File: src/rtl/wb_write_monitor.sv
// rtl/wb_write_monitor.sv - snoops register-file writes into a circular FIFO and steps through them for the seven-segment display
module wb_write_monitor #(
    parameter int DEPTH       = 8,
    parameter int HOLD_CYCLES = 50_000_000,
    parameter bit FILTER_ZERO = 1'b1
) (
    input  logic                     Clk,
    input  logic                     Rst,
    input  logic                     WrValid,
    input  logic [4:0]               WrAddr,
    input  logic [31:0]              WrData,
    input  logic [31:0]              WrPC,
    input  logic                     Freeze,
    output logic [12:0]              DispData,
    output logic [12:0]              DispPC,
    output logic [4:0]               DispAddr,
    output logic                     DispValid,
    output logic [$clog2(DEPTH):0]   Count,
    output logic                     Overflow
);

    localparam int PW = $clog2(DEPTH);
    localparam int CW = PW + 1;
    localparam int HW = (HOLD_CYCLES > 1) ? $clog2(HOLD_CYCLES) : 1;
    localparam logic [HW-1:0] HOLD_LAST  = HW'(HOLD_CYCLES - 1);
    localparam logic [CW-1:0] FULL_COUNT = CW'(DEPTH);

    typedef enum logic {
        IDLE,
        SHOW
    } state_t;

    state_t        state_q, state_d;
    logic [PW-1:0] head_q, head_d;
    logic [PW-1:0] tail_q, tail_d;
    logic [CW-1:0] count_q, count_d;
    logic [HW-1:0] hold_q, hold_d;
    logic          ovf_q, ovf_d;

    logic          push, pop, drop, full, terminal;

    // Only the low 13 bits are ever displayed, so only those are stored.
    logic [4:0]    addr_mem [DEPTH];
    logic [12:0]   data_mem [DEPTH];
    logic [12:0]   pc_mem   [DEPTH];

    logic          unused_upper_bits;
    assign unused_upper_bits = ^{WrData[31:13], WrPC[31:13]};

    always_ff @(posedge Clk or posedge Rst) begin
        if (Rst) begin
            state_q <= IDLE;
            head_q  <= '0;
            tail_q  <= '0;
            count_q <= '0;
            hold_q  <= '0;
            ovf_q   <= 1'b0;
        end else begin
            state_q <= state_d;
            head_q  <= head_d;
            tail_q  <= tail_d;
            count_q <= count_d;
            hold_q  <= hold_d;
            ovf_q   <= ovf_d;
        end
    end

    always_ff @(posedge Clk) begin
        if (push) begin
            addr_mem[tail_q] <= WrAddr;
            data_mem[tail_q] <= WrData[12:0];
            pc_mem[tail_q]   <= WrPC[12:0];
        end
    end

    always_comb begin
        state_d  = state_q;
        head_d   = head_q;
        tail_d   = tail_q;
        count_d  = count_q;
        hold_d   = hold_q;
        ovf_d    = ovf_q;

        push     = WrValid && !(FILTER_ZERO && (WrAddr == 5'd0));
        full     = (count_q == FULL_COUNT);
        terminal = (state_q == SHOW) && !Freeze && (hold_q == HOLD_LAST);
        // The last remaining entry is never popped; it stays on display.
        pop      = terminal && (count_q >= CW'(2));
        // A push into a full FIFO with no pop this cycle evicts the oldest entry.
        drop     = push && full && !pop;

        if (push) begin
            tail_d = tail_q + PW'(1);
        end
        if (pop || drop) begin
            head_d = head_q + PW'(1);
        end

        if (push && !pop && !full) begin
            count_d = count_q + CW'(1);
        end else if (pop && !push) begin
            count_d = count_q - CW'(1);
        end

        if (drop) begin
            ovf_d = 1'b1;
        end

        case (state_q)
            IDLE: begin
                hold_d = '0;
                if (push) begin
                    state_d = SHOW;
                end
            end
            SHOW: begin
                // Freeze takes priority: the counter holds even if an eviction moves the head.
                if (Freeze) begin
                    hold_d = hold_q;
                end else if (drop || terminal) begin
                    hold_d = '0;
                end else begin
                    hold_d = hold_q + HW'(1);
                end
            end
            default: begin
                state_d = IDLE;
                hold_d  = '0;
            end
        endcase
    end

    assign DispValid = (state_q == SHOW);
    assign DispData  = DispValid ? data_mem[head_q] : 13'd0;
    assign DispPC    = DispValid ? pc_mem[head_q]   : 13'd0;
    assign DispAddr  = DispValid ? addr_mem[head_q] : 5'd0;
    assign Count     = count_q;
    assign Overflow  = ovf_q;

endmodule

File: config.mk
export PLATFORM = sky130hd
export DESIGN_NAME = wb_write_monitor
export DESIGN_NICKNAME = d
export VERILOG_FILES = /design/src/rtl/wb_write_monitor.sv
export SDC_FILE = /design/constraint.sdc
export NUM_CORES = 1
export LEC_CHECK = 0
export CAP_MARGIN = 20
export CORE_ASPECT_RATIO = 0.75
export CORE_MARGIN = 8
export CORE_UTILIZATION = 52
export CTS_BUF_LIST = sky130_fd_sc_hd__clkbuf_16
export DETAILED_ROUTE_END_ITERATION = 10
export HOLD_SLACK_MARGIN = 0.15
export PLACE_DENSITY = 0.76
export SLEW_MARGIN = 15
export SYNTH_ARGS = -nofsm -noshare
export SYNTH_HDL_FRONTEND = slang
export SYNTH_SLANG_ARGS = --single-unit
File: constraint.sdc
create_clock -name Clk -period 4.29 [get_ports Clk]
set_input_delay 0.429 -clock Clk [delete_from_list [all_inputs] [get_ports Clk]]
set_output_delay 0.429 -clock Clk [all_outputs]
set_load 0.01 [all_outputs]
=== Word level (Yosys, flattened, before mapping) ===
Memory sizes are Yosys's and may differ from the RTL's.
Cells that the tools add are included.

* Flip-flop bits (word level): 38
* Bits in writable memories: 248
* Input port bits: 73
* Output and inout bits: 37
* Logic and storage cells: 48
* Memories: 3

{| class="wikitable"
|+ Memories
! memory !! words !! bits a word !! rd ports !! clocked after Yosys merged registers in !! wr ports !! RTL line !! source
|-
| data_mem || 8 || 13 || 1 || 0 || 1 || 44 || <nowiki>logic [12:0] data_mem [DEPTH];</nowiki>
|-
| pc_mem || 8 || 13 || 1 || 0 || 1 || 45 || <nowiki>logic [12:0] pc_mem [DEPTH];</nowiki>
|-
| addr_mem || 8 || 5 || 1 || 0 || 1 || 43 || <nowiki>logic [4:0] addr_mem [DEPTH];</nowiki>
|}

* Add/subtract/negate cells: 5
* Order comparisons: 1
* Eq/ne operators: 3
* Multiplexer cells: 11
* Bitwise logic cells: 1
* Reductions and logical operators: 18

{| class="wikitable"
|+ Operators with widths
! kind !! count
|-
| 26-bit two-way mux || 2
|-
| 26-bit one-hot mux with 2 select lines || 1
|-
| 26-bit by 1-bit adder with 26-bit output (second input constant) || 1
|-
| 26-bit equality test (second input constant) || 1
|-
| 13-bit two-way mux || 2
|-
| 1-bit logical AND || 9
|-
| 4-bit two-way mux || 2
|-
| 3-bit by 1-bit adder with 3-bit output (second input constant) || 2
|-
| 1-bit zero test || 5
|-
| 5-bit zero test || 1
|-
| 5-bit two-way mux || 1
|-
| 4-bit by 1-bit adder with 4-bit output (second input constant) || 1
|-
| 4-bit equality test (second input constant) || 1
|-
| 4-bit by 2-bit greater-or-equal comparator with 1-bit output (second input constant) || 1
|-
| 4-bit by 1-bit subtractor with 4-bit output (second input constant) || 1
|-
| 1-bit two-way mux || 3
|-
| 1-bit logical OR || 2
|-
| 2-bit != test (second input constant) || 1
|-
| 2-bit nonzero test || 1
|-
| 1-bit NOT || 1
|}

=== Logic depth before layout (Yosys ltp) ===
Gate-level depths: netlist of the first run.

* Depth after elaboration: 10
* Gate-level depth with buffers: 11

=== Worst setup path before layout of the first run ===
Ideal clock, no wire load.

* Kind: in2reg
* Start point: input port WrAddr[1]
* End point: memory addr_mem[4][0] (enable)
* Setup time: 508 ps
* Arrival: 4151 ps
* Setup slack: -370 ps
* Stages on the path: 4
* Path buffers: 1
* Cell sequence: or4_1 o21ai_0 buf_2 nor4b_1

* Longest elaborated chain between the ends: 5

{| class="wikitable"
|+ Ends and longest elaborated chain
! what !! RTL line !! source
|-
| from (decl) || 10 || <nowiki>input logic [4:0] WrAddr,</nowiki>
|-
| 5-bit zero test || 84 || <nowiki>push = WrValid && !(FILTER_ZERO && (WrAddr == 5'd0));</nowiki>
|-
| 1-bit zero test || 84 ||
|-
| 1-bit logical AND || 84 ||
|-
| 1-bit two-way mux || 69 || <nowiki>if (push) begin</nowiki>
|-
| 1-bit two-way mux (not written as such) || 70 || <nowiki>addr_mem[tail_q] <= WrAddr;</nowiki>
|-
| to (decl) || 43 ||
|}

Every way passes these cells.

=== Worst setup path after layout of the first run ===
* Start point: register head_q[0]
* End point: output port DispPC[7]

* Longest elaborated chain between the ends: 2

{| class="wikitable"
|+ Ends and longest elaborated chain
! what !! RTL line !! source
|-
| from (decl) || 34 || <nowiki>logic [PW-1:0] head_q, head_d;</nowiki>
|-
| from (signal assigned) || 53 || <nowiki>head_q <= '0;</nowiki>
|-
| from (signal assigned) || 60 || <nowiki>head_q <= head_d;</nowiki>
|-
| memory 8 x 13 bit || n/a ||
|-
| 13-bit two-way mux || 135 || <nowiki>assign DispPC = DispValid ? pc_mem[head_q] : 13'd0;</nowiki>
|-
| to (decl) || 15 || <nowiki>output logic [12:0] DispPC,</nowiki>
|}

Every way passes these cells.

==> run_results.csv, run 1 <==
group,metric,value,unit
sta,tightest_slew,0.963,ns
clock_tree,root_buffer,"clkbuf_16",
grt,grtUsageMet1,0.234,
clock_tree,clk_pin_slew,0.06,ns
sta,slew_violations,0,
synthesis,synth_cell_types,54,
worst_setup_path,r2r_cells,11,
detailed_routing,drtIter0Drc,590,
grt,antenna_found_initial,0,
place,dpl.hpwl,14300,um
sta,post-route-period-util,0.821,
cells_and_area,area_growth,17.4,%
floorplanning,io_pins,110,
sta,skew,0.00900,ns
floorplanning,fp-row-count,47,
clock_tree,cts_tree,"done",
synthesis,yosysSeqAreaShare,0.711,
grt,grt_start_max_net_pins,43,
clock_tree,clock_latency,0.52,ns
synthesis,synthArstFlopShare,0.133,
detailed_routing,ant_nets,0,
synthesis,syn-num-nets,731,
sta,setup_viol,0,
synthesis,syn-cell-area,11800,sq um
sta,layout_min_cycle_time,3.52,ns
detailed_routing,drt-total-wl,24100,um
outcome,outcome,"complete, no violations",
clock_tree,cts_setup_buffers,0,
clock_tree,cts.sinks,286,
grt,gr-usage-met3,0.0374,
cells_and_area,fin_nets,818,
grt,overflow,0,
detailed_routing,vias,6442,
pwr,p_comb_frac,0.290,
floorplanning,die_area,27800,sq um
detailed_routing,remaining_drc_errors,0,
clock_tree,ctsHoldBuffers,0,
worst_setup_path,cp-end-kind,"output port",
synthesis,ys_ff_latch,286,
cells_and_area,drive_above_1_share,0.194,
sta,clock.fmax,284,MHz
pwr,power_leakage,4.62,nW
clock_tree,clock_path_buffers,3,
pwr,vdd_drop_max,388,uV
worst_setup_path,crit_fanout,33,
pwr,pwr-share-clk,0.268,
sta,final-hold-violation-count,0,
worst_setup_path,arrival,3.09,ns
sta,tns,0,ns
synthesis,netlist_instances,652,
floorplanning,start_util,0.533,
place,gp_congestion,0.861,
pwr,p_switching,2.47,mW
pwr,total_power,8.64,mW
grt,grt_busiest_layer,"met2",
synthesis,yosysWarnings,0,
detailed_routing,wl_per_cell,22.8,um
place,io_buffers,71,
detailed_routing,drt_first_pass_iters,5,
worst_setup_path,required,3.86,ns
clock_tree,cts-buffers-inserted,28,
worst_setup_path,startpoint_type,"flop",
pwr,share_seq_of_total_power,0.442,
pwr,power.internal,6.17,mW
clock_tree,cts_resized,0,
cells_and_area,final_common_cell,"edfxtp_1",
run,maxCapViolCount,0,
floorplanning,die_y,146,um
sta,slew-limit-headroom,0.358,
detailed_routing,via_per_inst,6.11,
worst_setup_path,crit_type,"reg -> out",
grt,met2_usage,0.287,
pwr,p_sw_frac,0.285,
floorplanning,core_area,22200,sq um
clock_tree,h-tree-depth,1,
grt,grt_first_pass_wirelength,37900,um
grt,grt_util_all_layers,0.173,
pwr,powerDensity,623,nW/um^2
floorplanning,die_x,190,um
sta,rsz0062_at_grt,"no",
min_path,min_path_type,"in -> async",
synthesis,synth_edf_count,248,
synthesis,synth_ff_type,"edfxtp_1",
cells_and_area,most-common-layout-cells,"248 x edfxtp_1, 71 x clkdlybuf4s50_1, 62 x mux4_2",
synthesis,syn_avg_cell_area,18.1,sq um
grt,grt_pass1_vias,6726,
final timing paths:
path,endpoint,start,slack (ns)
setup / recovery,DispPC[7],head_q[0]$_DFFE_PP0P_,0.77
max in group asynchronous,head_q[0]$_DFFE_PP0P_,Rst,3.58
hold / removal,Count[0]$_DFFE_PP0P_,Rst,0.32
setup reg to reg,Count[3]$_DFFE_PP0P_,hold_q[0]$_DFFE_PP0P_,1.21
hold reg to reg,hold_q[15]$_DFFE_PP0P_,hold_q[15]$_DFFE_PP0P_,0.50
min in group Clk,hold_q[15]$_DFFE_PP0P_,hold_q[15]$_DFFE_PP0P_,0.50
synthesized netlist by cell type (all sizes together) (7+ instances only):
cell,n,area (sq um)
clkbuf,15,56.3
o21ai,9,45.0
mux2i,32,320
nand3,14,70.1
a31oi,31,194
nor2b,31,194
nand3b,8,60.1
nor3,11,71.3
and3,9,56.3
nand2,23,86.3
inv,10,37.5
buf,20,97.6
edfxtp,248,7450
mux4,62,1400
nand4,11,83.8
dfrtp,38,951
nor2,7,26.3
area by class of cell:
cell class / count / area, sq um
clock inverters: 21 / 154
inverters: 10 / 37.5
fillers: 1485 / 8310
clock buffers: 29 / 726
multi-input cells: 321 / 3290
flip-flops and latches: 286 / 8400
diodes: 1 / 2.50
well taps: 294 / 368
repair buffers: 92 / 881
registers in the layout, summed over array words and instances (netlist names), 3 cells and up:
name / count
data_mem: 104
hold_q: 26
addr_mem: 40
head_q: 3
Count: 4
pc_mem: 104
tail_q: 3
stage by stage:
stage	utilization	area, sq um	hold slack, ns	worst slack (ns)	instances
global route	0.625	13900	0.355	0.529	1053
detailed placement	0.585	13000	0.484	0.637	1002
finish	0.625	13900	0.321	0.769	1054
CTS	0.625	13900	0.327	0.701	1052
floorplan	-	11800	0.442	0.594	652
global placement	0.585	13000	0.461	0.723	1002
layer usage:
layer,part of all wire,up-vias
met5,0,-
met4,0.016,0
met3,0.071,37
met2,0.49,279
met1,0.42,3296
li1,-,2830
logic make-up after synthesis:
logic type,Yosys count,synth area share
multiplexers,97,0.149
adder cells (fa/ha/maj),6,0.00699
buffers and inverters,45,0.0162
XOR/XNOR,8,0.00593
AND/OR/NAND/NOR,146,0.0754
AO/OA/AOI/OAI,64,0.0356
flip-flops,286,0.711
power by group through the flow:
stage	Clock, mW	Sequential, mW	Combinational [mW]
floorplan	0	3.63	1.69
global placement	0	3.85	2.48
detailed placement	0	3.89	2.53
CTS	2.35	3.83	2.54
global route	2.45	3.88	2.71
finish	2.31	3.82	2.50
critical path: stages (launching register included):
cell	delay, ns
dfrtp_4	0.86
buf_4	0.39
mux4_2	0.54
mux2i_1	0.14
nor2b_1	0.12
clkdlybuf4s50_1	0.50
Note: power is estimated with default switching activity, not from simulation.
==> run 2: changes to the inputs <==
Clock period 4.29 ns to 2.9 ns, I/O delays scaled along.
==> run 2 against run 1 <==
Against the previous run:
- first-iteration DRC count rose by 1.5%
- clock power rose by 44%
- clock skew down 0.0019 ns
- critical path type unchanged
- largest cell class unchanged
- largest power group unchanged
- highest routed layer unchanged
==> run_results.csv, run 2 (synthesis results as in run 1) <==
group,metric,value,unit
sta,post-route-period-util,0.966,
worst_setup_path,required,2.61,ns
cells_and_area,final_core_util,0.643,
detailed_routing,via_per_inst,6.08,
sta,layout_min_cycle_time,2.80,ns
detailed_routing,drtIter0Drc,599,
detailed_routing,wl_per_cell,23.2,um
clock_tree,clock_latency,0.53,ns
sta,setup_viol,0,
worst_setup_path,critPathMaxStageDelay,0.54,ns
floorplanning,fp-row-count,47,
floorplanning,start_util,0.533,
grt,grt_util_all_layers,0.178,
detailed_routing,drt_first_pass_iters,5,
grt,antenna_found_initial,0,
sta,tightest_slew,0.953,ns
clock_tree,cts_tree,"done",
place,dpl.hpwl,15000,um
floorplanning,io_pins,110,
detailed_routing,drt-total-wl,25000,um
sta,final-hold-violation-count,0,
clock_tree,clock_path_buffers,3,
floorplanning,die_y,146,um
place,io_buffers,71,
clock_tree,clk_pin_slew,0.06,ns
place,dpl-instance-area,13300,sq um
clock_tree,h-tree-depth,1,
cells_and_area,most-common-layout-cells,"248 x edfxtp_1, 62 x mux4_2, 57 x clkdlybuf4s50_1",
pwr,power_leakage,4.90,nW
cells_and_area,drive_above_1_share,0.213,
pwr,vdd_drop_max,656,uV
worst_setup_path,cp-end-kind,"output port",
worst_setup_path,slowest_stage,"dfrtp_4",
worst_setup_path,crit_fanout,7,
place,gp_congestion,0.883,
cells_and_area,area_growth,20.8,%
outcome,outcome,"complete, no violations",
floorplanning,die_x,190,um
worst_setup_path,path_cells,"buf_4 -> mux4_2 -> mux2i_1 -> nor2b_1 -> clkdlybuf4s50_1",
sta,slew_violations,0,
cells_and_area,final_common_cell,"edfxtp_1",
worst_setup_path,startpoint_type,"flop",
run,maxCapViolCount,0,
grt,overflow,0,
grt,grt_start_max_net_pins,40,
sta,clock.fmax,357,MHz
min_path,min_path_type,"in -> async",
pwr,powerDensity,915,nW/um^2
worst_setup_path,crit_type,"reg -> out",
grt,grt_first_pass_wirelength,39100,um
cells_and_area,reg_top3,"data_mem: 104 flops, pc_mem: 104 flops, addr_mem: 40 flops",
clock_tree,cts-buffers-inserted,27,
cells_and_area,antennaDiodeCount,0,
floorplanning,die_area,27800,sq um
detailed_routing,vias,6553,
cells_and_area,fin_area,14300,sq um
worst_setup_path,arrival,2.51,ns
clock_tree,cts.sinks,286,
grt,grt_pass1_vias,6837,
sta,rsz0062_at_grt,"no",
clock_tree,root_buffer,"clkbuf_16",
sta,slew-limit-headroom,0.364,
floorplanning,core_area,22200,sq um
clock_tree,ctsHoldBuffers,0,
cells_and_area,fin_nets,842,
detailed_routing,ant_nets,0,
sta,skew,0.00710,ns
detailed_routing,remaining_drc_errors,0,
## run 2: repair_timing
| action | CTS | global route |
|---|---|---|
| gates resized for setup | 4 | 15 |
| setup endpoints to repair | 27 | 16 |
| buffers inserted | 4 | 5 |
| gates cloned | 0 | 0 |
## run 2: worst paths after layout
check                                        from                endpoint  slack (ns)  cells past startpoint
setup / recovery            head_q[0]$_DFFE_PP0P_             DispAddr[4]         0.1                      5
hold / removal                                Rst  hold_q[17]$_DFFE_PP0P_        0.17                      3
setup reg to reg           hold_q[24]$_DFFE_PP0P_    Count[3]$_DFFE_PP0P_        0.24                     10
hold reg to reg              Overflow$_DFFE_PP0P_    Overflow$_DFFE_PP0P_        0.49                      1
max in group asynchronous                     Rst   head_q[0]$_DFFE_PP0P_        2.34                      3
min in group Clk             Overflow$_DFFE_PP0P_    Overflow$_DFFE_PP0P_        0.49                      1
## run 2: area by class of cell
| cell class | instances | area [sq um] |
|---|---|---|
| fillers | 1462 | 7910 |
| clock buffers | 27 | 676 |
| clock inverters | 23 | 155 |
| well taps | 294 | 368 |
| repair buffers | 117 | 1290 |
| inverters | 10 | 37.5 |
| flip-flops and latches | 286 | 8400 |
| multi-input cells | 321 | 3320 |
## run 2: routing by layer
| layer | GRT usage | share of wire |
|---|---|---|
| met5 | 0 | 0 |
| met4 | 0.0402 | 0.020 |
| met2 | 0.288 | 0.49 |
| met1 | 0.247 | 0.43 |
| met3 | 0.0343 | 0.061 |
## run 2: where the power goes
group | switching (mW) | leakage [nW] | total [mW] | internal, mW
clock network | 1.45 | 0.436 | 3.32 | 1.87
logic | 1.92 | 1.72 | 4.23 | 2.31
registers | 0.409 | 2.74 | 5.50 | 5.09
## run 2: per-stage QoR
| stage | setup TNS, ns | cells | setup slack, ns | total power, mW | hold WS, ns |
|---|---|---|---|---|---|
| after CTS | -0.00372 | 1071 | -0.00372 | 13.1 | 0.179 |
| final | 0 | 1078 | 0.0995 | 13.0 | 0.170 |
| after global routing | 0 | 1078 | 0.00270 | 13.6 | 0.224 |
| after floorplan | -18.61 | 652 | -0.471 | 7.87 | 0.389 |
| after global placement | -0.917 | 1017 | -0.0659 | 9.64 | 0.469 |
| after detailed placement | -4.30 | 1017 | -0.146 | 9.78 | 0.481 |
## run 2: worst max-delay path: cells and delay by family, from the launching register on
kind                   cells  cell delay (ns)
buffers and inverters      2             0.68
multiplexers               2             0.66
flip-flops                 1             0.54
AND/OR/NAND/NOR            1             0.10
